$ cat config.mk
export PLATFORM = sky130hd
export DESIGN_NAME = iommu_wsi_gateway
export DESIGN_NICKNAME = d
export VERILOG_FILES = /design/src/rtl/iommu_wsi_gateway.sv
export SDC_FILE = /design/constraint.sdc
export NUM_CORES = 1
export LEC_CHECK = 0
export BUFFER_PORTS_ARGS = -buffer_cell sky130_fd_sc_hd__buf_2
export CAP_MARGIN = 20
export CORE_UTILIZATION = 40
export DETAILED_ROUTE_END_ITERATION = 6
export GPL_TIMING_DRIVEN = 1
export PLACE_DENSITY = 0.71
export SKIP_LAST_GASP = 1
export SLEW_MARGIN = 30
export SYNTH_ARGS = -nofsm -noshare
export SYNTH_HDL_FRONTEND = slang
export SYNTH_SLANG_ARGS = --single-unit
export TNS_END_PERCENT = 5
$ cat constraint.sdc
create_clock -name clk_i -period 19.65 [get_ports clk_i]
set_input_delay 0.9825 -clock clk_i [delete_from_list [all_inputs] [get_ports clk_i]]
set_output_delay 0.9825 -clock clk_i [all_outputs]
set_load 0.02 [all_outputs]
$ cat src/rtl/iommu_wsi_gateway.sv
// iommu_wsi_gateway: platform-side receiver for the IOMMU wired-signaled interrupt vector,
// with per-wire edge/level capture, fixed-priority claim handshake and completion by ID.
module iommu_wsi_gateway #(
    parameter int                   NUM_WIRES  = 16,
    parameter logic [NUM_WIRES-1:0] LEVEL_MASK = '0,
    parameter int                   DROP_CNT_W = 8,
    localparam int                  IDW        = $clog2(NUM_WIRES)
) (
    input  logic                  clk_i,
    input  logic                  rst_i,
    input  logic [NUM_WIRES-1:0]  wsi_wires_i,
    input  logic [NUM_WIRES-1:0]  enable_i,
    output logic                  claim_valid_o,
    input  logic                  claim_ready_i,
    output logic [IDW-1:0]        claim_id_o,
    input  logic                  complete_valid_i,
    input  logic [IDW-1:0]        complete_id_i,
    output logic                  complete_err_o,
    output logic                  irq_o,
    output logic [NUM_WIRES-1:0]  pending_o,
    output logic [NUM_WIRES-1:0]  inflight_o,
    output logic [DROP_CNT_W-1:0] drop_cnt_o
);
    typedef enum logic {IDLE, OFFER} state_t;
    state_t                state_q, state_d;
    logic [NUM_WIRES-1:0]  wire_q, pending_q, inflight_q;
    logic [NUM_WIRES-1:0]  pending_d, inflight_d, inflight_clr;
    logic [NUM_WIRES-1:0]  rise, edge_set, lvl_set, drops, eligible;
    logic [NUM_WIRES-1:0]  claim_mask, comp_mask;
    logic [DROP_CNT_W-1:0] drop_cnt_q, drop_d;
    logic [IDW-1:0]        id_q, sel_id;
    logic                  irq_q, err_q, handshake;

    assign eligible     = pending_q & enable_i & ~inflight_q;
    assign handshake    = (state_q == OFFER) & claim_ready_i;
    assign claim_mask   = handshake ? NUM_WIRES'(1) << id_q : '0;
    // Out-of-range ids shift to zero, so they fall into the error path naturally
    assign comp_mask    = complete_valid_i ? (NUM_WIRES'(1) << complete_id_i) & inflight_q : '0;
    assign inflight_clr = inflight_q & ~comp_mask;
    assign inflight_d   = inflight_clr | claim_mask;
    assign rise         = wsi_wires_i & ~wire_q;
    assign edge_set     = rise & ~LEVEL_MASK;
    // A level wire may re-pend in the same cycle its completion lands
    assign lvl_set      = wsi_wires_i & LEVEL_MASK & ~pending_q & ~inflight_clr;
    assign pending_d    = (pending_q & ~claim_mask) | edge_set | lvl_set;
    // A rise coinciding with the claim of its own wire re-pends, so it is not lost
    assign drops        = edge_set & pending_q & ~claim_mask;

    always_comb begin
        sel_id = '0;
        for (int i = NUM_WIRES - 1; i >= 0; i--)
            if (eligible[i]) sel_id = IDW'(i);
    end

    always_comb begin
        drop_d = drop_cnt_q;
        for (int i = 0; i < NUM_WIRES; i++)
            if (drops[i] && drop_d != '1) drop_d = drop_d + 1'b1;
    end

    always_ff @(posedge clk_i or posedge rst_i) begin
        if (rst_i) state_q <= IDLE;
        else       state_q <= state_d;
    end

    always_comb begin
        state_d = state_q == IDLE ? (|eligible ? OFFER : IDLE) : (claim_ready_i ? IDLE : OFFER);
    end

    always_comb begin
        claim_valid_o = state_q == OFFER;
        claim_id_o    = claim_valid_o ? id_q : '0;
    end

    always_ff @(posedge clk_i or posedge rst_i) begin
        if (rst_i) begin
            wire_q     <= '0;
            pending_q  <= '0;
            inflight_q <= '0;
            drop_cnt_q <= '0;
            id_q       <= '0;
            irq_q      <= 1'b0;
            err_q      <= 1'b0;
        end else begin
            wire_q     <= wsi_wires_i;
            pending_q  <= pending_d;
            inflight_q <= inflight_d;
            drop_cnt_q <= drop_d;
            if (state_q == IDLE && |eligible) id_q <= sel_id;
            irq_q      <= |eligible | (state_q == OFFER);
            err_q      <= complete_valid_i & ~|comp_mask;
        end
    end

    assign pending_o      = pending_q;
    assign inflight_o     = inflight_q;
    assign drop_cnt_o     = drop_cnt_q;
    assign irq_o          = irq_q;
    assign complete_err_o = err_q;
endmodule

; After elaboration in Yosys (flattened, before gate mapping)
; Cells that the tools add are included.
[op_classes]
shifts = 2
n_mux = 38
reduce_logical = 20
n_eq_ne = 16
n_addsub = 16
bitwise = 18
[ops]
columns = operator, count
row1 = "adder 8 x 1 -> 8 bit, second input constant", 16
row2 = AND 16 bit, 8
row3 = 2-to-1 mux 8 bit, 16
row4 = "inequality test 8 bit, second input constant", 16
row5 = 2-to-1 mux 4 bit, 17
row6 = NOT 16 bit, 4
row7 = 2-to-1 mux 16 bit, 2
row8 = OR 16 bit, 2
row9 = OR reduction 16 bit, 2
row10 = "<< shifter 1 x 4 -> 16 bit, first input constant", 2
row11 = logical AND 1 bit, 17
row12 = 2-to-1 mux 1 bit, 3
row13 = AND 1 bit, 2
row14 = logical NOT 1 bit, 1
row15 = NOT 1 bit, 1
row16 = OR 1 bit, 1
[word_totals]
ff_bits = 63
elab_cells = 118
output_inout_bits = 47

; Depth between registers and ports, before layout
[depth]
depth_word = 51
mapped_depth = 92
ltp_nobuf = 87

; Worst setup path after synthesis
; Ideal clock, no wire load.
[synth_path]
kind = input to register
startpoint = input claim_ready_i
endpoint = register drop_cnt_q[2], in the netlist drop_cnt_o[2]
setup_slack_ps = 825
setup_ps = 79
required_time_ps = 19571
path_stages = 86
n_path_buf = 6
t_arrival_ps = 18746
path_cell_list = and3b_1 buf_4 a21o_1 buf_2 nor3_1 nor2_1 inv_1 ha_1 clkbuf_1 nand2_1 o31a_1 a2111oi_1 mux2i_1 o211ai_4 o21ai_2 xnor2_1 ha_1 nand2_1 [... 50 more ...] o211a_2 nor2_1 xnor2_1 inv_1 ha_1 o211a_1 nor2_1 o21ai_4 xnor2_2 ha_1 and2_1 nor3b_2 a21o_2 mux2i_2 a311o_1 nor3_1 and4b_1 xor2_1
[synth_between]
elab_chain_len = 51
[synth_lines]
columns = item, line_no
row1 = from (decl), 14  ; input logic claim_ready_i,
row2 = AND 1 bit (*), 35  ; assign handshake = (state_q == OFFER) & claim_ready_i;
row3 = 2-to-1 mux 16 bit (*), 36  ; assign claim_mask = handshake ? NUM_WIRES'(1) << id_q : '0;
row4 = NOT 16 bit (*), 47  ; assign drops = edge_set & pending_q & ~claim_mask;
row5 = AND 16 bit (*), 47
row6 = "parallel branches: the longest is 46 deep, another holds adder 8 x 1 -> 8 bit", n/a
row7 = 2-to-1 mux 8 bit (*), 58  ; if (drops[i] && drop_d != '1) drop_d = drop_d + 1'b1;
row8 = net drop_d[2], 30  ; logic [DROP_CNT_W-1:0] drop_cnt_q, drop_d;
row9 = to (signal assigned), 88  ; drop_cnt_q <= drop_d;
row10 = to (decl), 30
; Mark *: on every way through the listed nets, which the timed path passes.
; A chain may end at the register's enable or synchronous reset.

; Worst setup path in the final report
[layout_path]
startpoint = register drop_cnt_q[1], in the netlist drop_cnt_o[1]
endpoint = register drop_cnt_q[6], in the netlist drop_cnt_o[6]
[layout_between]
elab_chain_len = 48
[layout_lines]
columns = item, line_no
row1 = "parallel branches: the longest is 2 deep, another holds adder 8 x 1 -> 8 bit", n/a
row2 = 2-to-1 mux 8 bit (*), 58
row3 = "parallel branches: the longest is 2 deep, another holds adder 8 x 1 -> 8 bit", n/a
row4 = 2-to-1 mux 8 bit (*), 58
row5 = "parallel branches: the longest is 2 deep, another holds adder 8 x 1 -> 8 bit", n/a
row6 = 2-to-1 mux 8 bit (*), 58
row7 = "parallel branches: the longest is 2 deep, another holds adder 8 x 1 -> 8 bit", n/a
row8 = 2-to-1 mux 8 bit (*), 58
row9 = [... 26 more ...], n/a
row10 = 2-to-1 mux 8 bit (*), 58
row11 = "parallel branches: the longest is 2 deep, another holds adder 8 x 1 -> 8 bit", n/a
row12 = 2-to-1 mux 8 bit (*), 58
row13 = "parallel branches: the longest is 2 deep, another holds adder 8 x 1 -> 8 bit", n/a
row14 = 2-to-1 mux 8 bit (*), 58
row15 = "parallel branches: the longest is 2 deep, another holds adder 8 x 1 -> 8 bit", n/a
row16 = 2-to-1 mux 8 bit (*), 58
row17 = net drop_d[6], 30
; Marks and branches as above.

==> metrics.md <==
| Metric | Value |
|---|---|
| Core area | 21,800 um2 |
| Worst setup path class | reg2reg |
| Antenna violations before repair | 1 |
| Final setup viols | 0 |
| Fmax | 53.7 MHz |
| Fin crit share | 94.7% |
| Die Area | 22,900 um2 |
| Die outline width | 151 um |
| Fraction of registers with async set/reset | 100% |
| Routed wire length per instance | 18.2 um |
| Min cycle time layout | 18,610 ps |
| Slew Limit Fails | 0 |
| Hold Vio Cnt, Final | 0 |
| IO Count | 87 |
| Worst setup SP type | flip-flop |
| CTS tree | yes |
| H-Tree Depth | 3 |
| Worst path most repeated cell | ha_1 |
| Detail Route Antenna Nets | 0 |
| DP Cell Count | 1,521 |
| Register area share after synthesis | 17.7% |
| YS warnings | 0 |
| Primary FF master, synth | dfrtp_1 |
| Nets | 1,315 |
| HPWL Detailed | 22.5 mm |
| CP max stage cell | or4b_4 |
| Routed vias | 9,696 |
| First-iteration detailed-routing DRC count | 814 |
| Largest stage delay on the critical path | 570 ps |
| Clk_lat worst skew | 360 ps |
| Maximum clock path buffer count | 2 |
| Worst Max-Slew Pin Slew | 854 ps |
| CP Data Required Time | 19,870 ps |
| Gpl congestion | 0.946 |
| Initial Util | 40.8% |
| Clk sinks | 63 |
| Hold-fix buffers, CTS | 0 |
| Net count after synthesis | 1,216 |
| Largest net degree at the start of global routing | 64 |
| Num CTS Buffers | 9 |
| Share of cells above drive strength 1 | 22.4% |
| Vias in the first global route | 8,939 |
| Vias per cell | 6.27 |
| Netlist cell types | 129 |
| Global-route wire length before repair | 44.9 mm |
| Drt first pass iters | 6 |
| EDFF count, synth | 0 |
| Port bufs | 86 |
| Layout Skew | 10.5 ps |
| Fill cell count | 2,148 |
| DRC Markers | 0 |
| Syn Inst Count | 1,161 |
| Root Driver | clkbuf_16 |
| DRT Wirelength | 28.2 mm |
| Hold Crit Class | reg2reg |
| Crit-path max FO | 9 |
| P&R area growth vs syn | 15.4% |
| Max-cap violation count | 0 |
| Die height | 151 um |
| Relative slew slack | 43.1% |
| CP Capture Type | flip-flop |
| Worst-path clk slew | 70 ps |
| Avg Inst Size Synth | 7.68 um2 |
| All-Layer GR Usage | 24.8% |
| Synth Cell Area | 8910 um2 |
| CP arrival | 18,830 ps |
| Total grt overflow | 0 |
| Site Rows | 54 |
| Final Non-Filler Cells | 1,547 |
| Synthesis-stage register bit count | 63 |
| Status | completed |
==> per-layer routing <==
layer	vias to the layer above	share of wire, %	global-route usage, %
li1	4642	-	-
met1	4576	44	32.6
met2	416	46	40.6
met3	62	6.8	3.13
met4	0	3.6	10.4
met5	-	0	0
==> logic make-up (layout without fill, tap and decap cells) <==
| group | Yosys count | count (layout) | share of synthesized area (%) |
|---|---|---|---|
| DFF | 63 | 63 | 17.7 |
| AOI/OAI and AO/OA | 376 | 376 | 33.3 |
| adders and majority gates | 15 | 15 | 2.11 |
| muxes | 39 | 39 | 4.63 |
| buffers and inverters | 59 | 163 | 2.82 |
| xor gates and xnor gates | 62 | 62 | 6.64 |
| and+or+nand+nor | 547 | 547 | 32.8 |
| other | 0 | 2 | 0 |
==> flip-flops by register name, indices dropped and copies added, names as in the netlist <==
name,count
claim_valid_o,1
complete_err_o,1
drop_cnt_o,8
id_q,4
inflight_o,16
irq_o,1
pending_o,16
wire_q,16
==> metrics by stage <==
step           hold slack, ps  cell area [um2]  TNS (ps)  setup WS (ps)  utilization, %
2_1_floorplan             426             8910         0            825               -
3_3_place_gp              434             9730         0            585            44.6
3_5_place_dp              446             9730      -400           -145            44.6
4_1_cts                   453            10100         0            110            46.1
5_1_grt                   482            10300      -104          -72.4            47.1
6_report                  448            10300         0           1040            47.1
==> final cells by class <==
| type | instances | area, um2 | share of cell area, % |
|---|---|---|---|
| multi-input combinational | 1039 | 7230 | 70.3 |
| sequential | 63 | 1580 | 15.3 |
| timing repair buffer | 118 | 683 | 6.64 |
| tap | 280 | 350 | 3.41 |
| clock buffer | 9 | 225 | 2.19 |
| inverter | 29 | 109 | 1.06 |
| clock inverter | 7 | 104 | 1.01 |
| antenna | 2 | 5.00 | 0.0486 |
==> cells in the final DEF (no fill, tap or decap), types with 7 or more instances in the layout <==
master and n:
nand2_1 171, buf_2 86, xnor2_1 36, o31a_1 8, o211ai_1 23, o21a_1 13, buf_4 31, o21ai_0 59
a211oi_1 13, nand2b_1 22, or3_1 14, nor4_1 7, o21ai_2 8, a21oi_1 43, dfrtp_1 62, nor2_1 91
mux2i_1 21, and2_1 25, nor3_1 26, o31ai_1 8, or2_2 21, clkbuf_16 9, mux2_2 15, ha_1 10
nor2b_1 7, xor2_1 18, a31oi_1 16, nand3b_1 15, a21o_1 13, o22ai_1 18, nand3_1 39, inv_1 28
o211a_1 10, and3_1 20, nand4_1 23, o21ai_1 15
==> what timing repair did <==
| action | CTS | global route |
|---|---|---|
| gates resized for setup | 0 | 30 |
| setup buffers | 0 | 8 |
| setup endpoints to repair | 0 | 8 |
==> synthesized netlist by cell type, types with 5 or more instances <==
master	count	area share, %
a211o_1	5	0.49
a211oi_1	14	1.2
a21o_1	13	1.1
a21oi_1	45	2.5
a22oi_1	6	0.51
a31o_2	6	0.59
a31oi_1	18	1.3
and2_1	25	1.8
and3_1	20	1.4
buf_1	5	0.21
buf_2	11	0.62
clkbuf_1	10	0.42
dfrtp_1	63	18
ha_1	15	2.1
inv_1	29	1.2
mux2_2	15	1.9
mux2i_1	23	2.6
nand2_1	171	7.2
nand2b_1	22	1.5
nand3_1	39	2.2
nand3b_1	15	1.3
nand4_1	23	1.6
nor2_1	92	3.9
nor2b_1	7	0.49
nor3_1	26	1.5
nor4_1	7	0.49
o2111ai_1	6	0.59
o211a_1	10	1.1
o211ai_1	23	1.9
o211ai_2	5	0.70
o21a_1	13	1.1
o21ai_0	61	3.4
o21ai_1	15	0.84
o21ai_2	7	0.69
o22ai_1	18	1.3
o311ai_1	5	0.49
o31a_1	8	0.79
o31ai_1	8	0.67
o31ai_2	6	0.84
or2_1	6	0.42
or2_2	21	1.5
or3_1	14	0.98
or4_1	6	0.51
xnor2_1	39	3.8
xor2_1	19	1.9
==> critical path, delay by kind of cell (launching register included) <==
kind / cells / cell delay, ps
flip-flops: 1 / 440
adder cells (fa/ha/maj): 13 / 3330
XOR/XNOR: 2 / 370
AND/OR/NAND/NOR: 28 / 5410
multiplexers: 8 / 2880
buffers and inverters: 6 / 740
AO/OA/AOI/OAI: 25 / 5310
==> final timing paths <==
| check | startpoint | slack [ps] | end | cells past startpoint |
|---|---|---|---|---|
| worst max-delay path | drop_cnt_o[1]$_DFF_PP0_ | 1040 | drop_cnt_o[6]$_DFF_PP0_ | 82 |
| worst min-delay path | wire_q[0]$_DFF_PP0_ | 450 | pending_o[0]$_DFF_PP0_ | 1 |
| worst max register to register | drop_cnt_o[1]$_DFF_PP0_ | 1040 | drop_cnt_o[6]$_DFF_PP0_ | 82 |
| worst min register to register | wire_q[0]$_DFF_PP0_ | 450 | pending_o[0]$_DFF_PP0_ | 1 |
| max in group asynchronous | rst_i | 18190 | drop_cnt_o[1]$_DFF_PP0_ | 3 |
| min in group asynchronous | rst_i | 870 | wire_q[15]$_DFF_PP0_ | 3 |
Power is not shown: default switching activity piles up to over one toggle a cycle in this logic, so the estimate is an artifact.
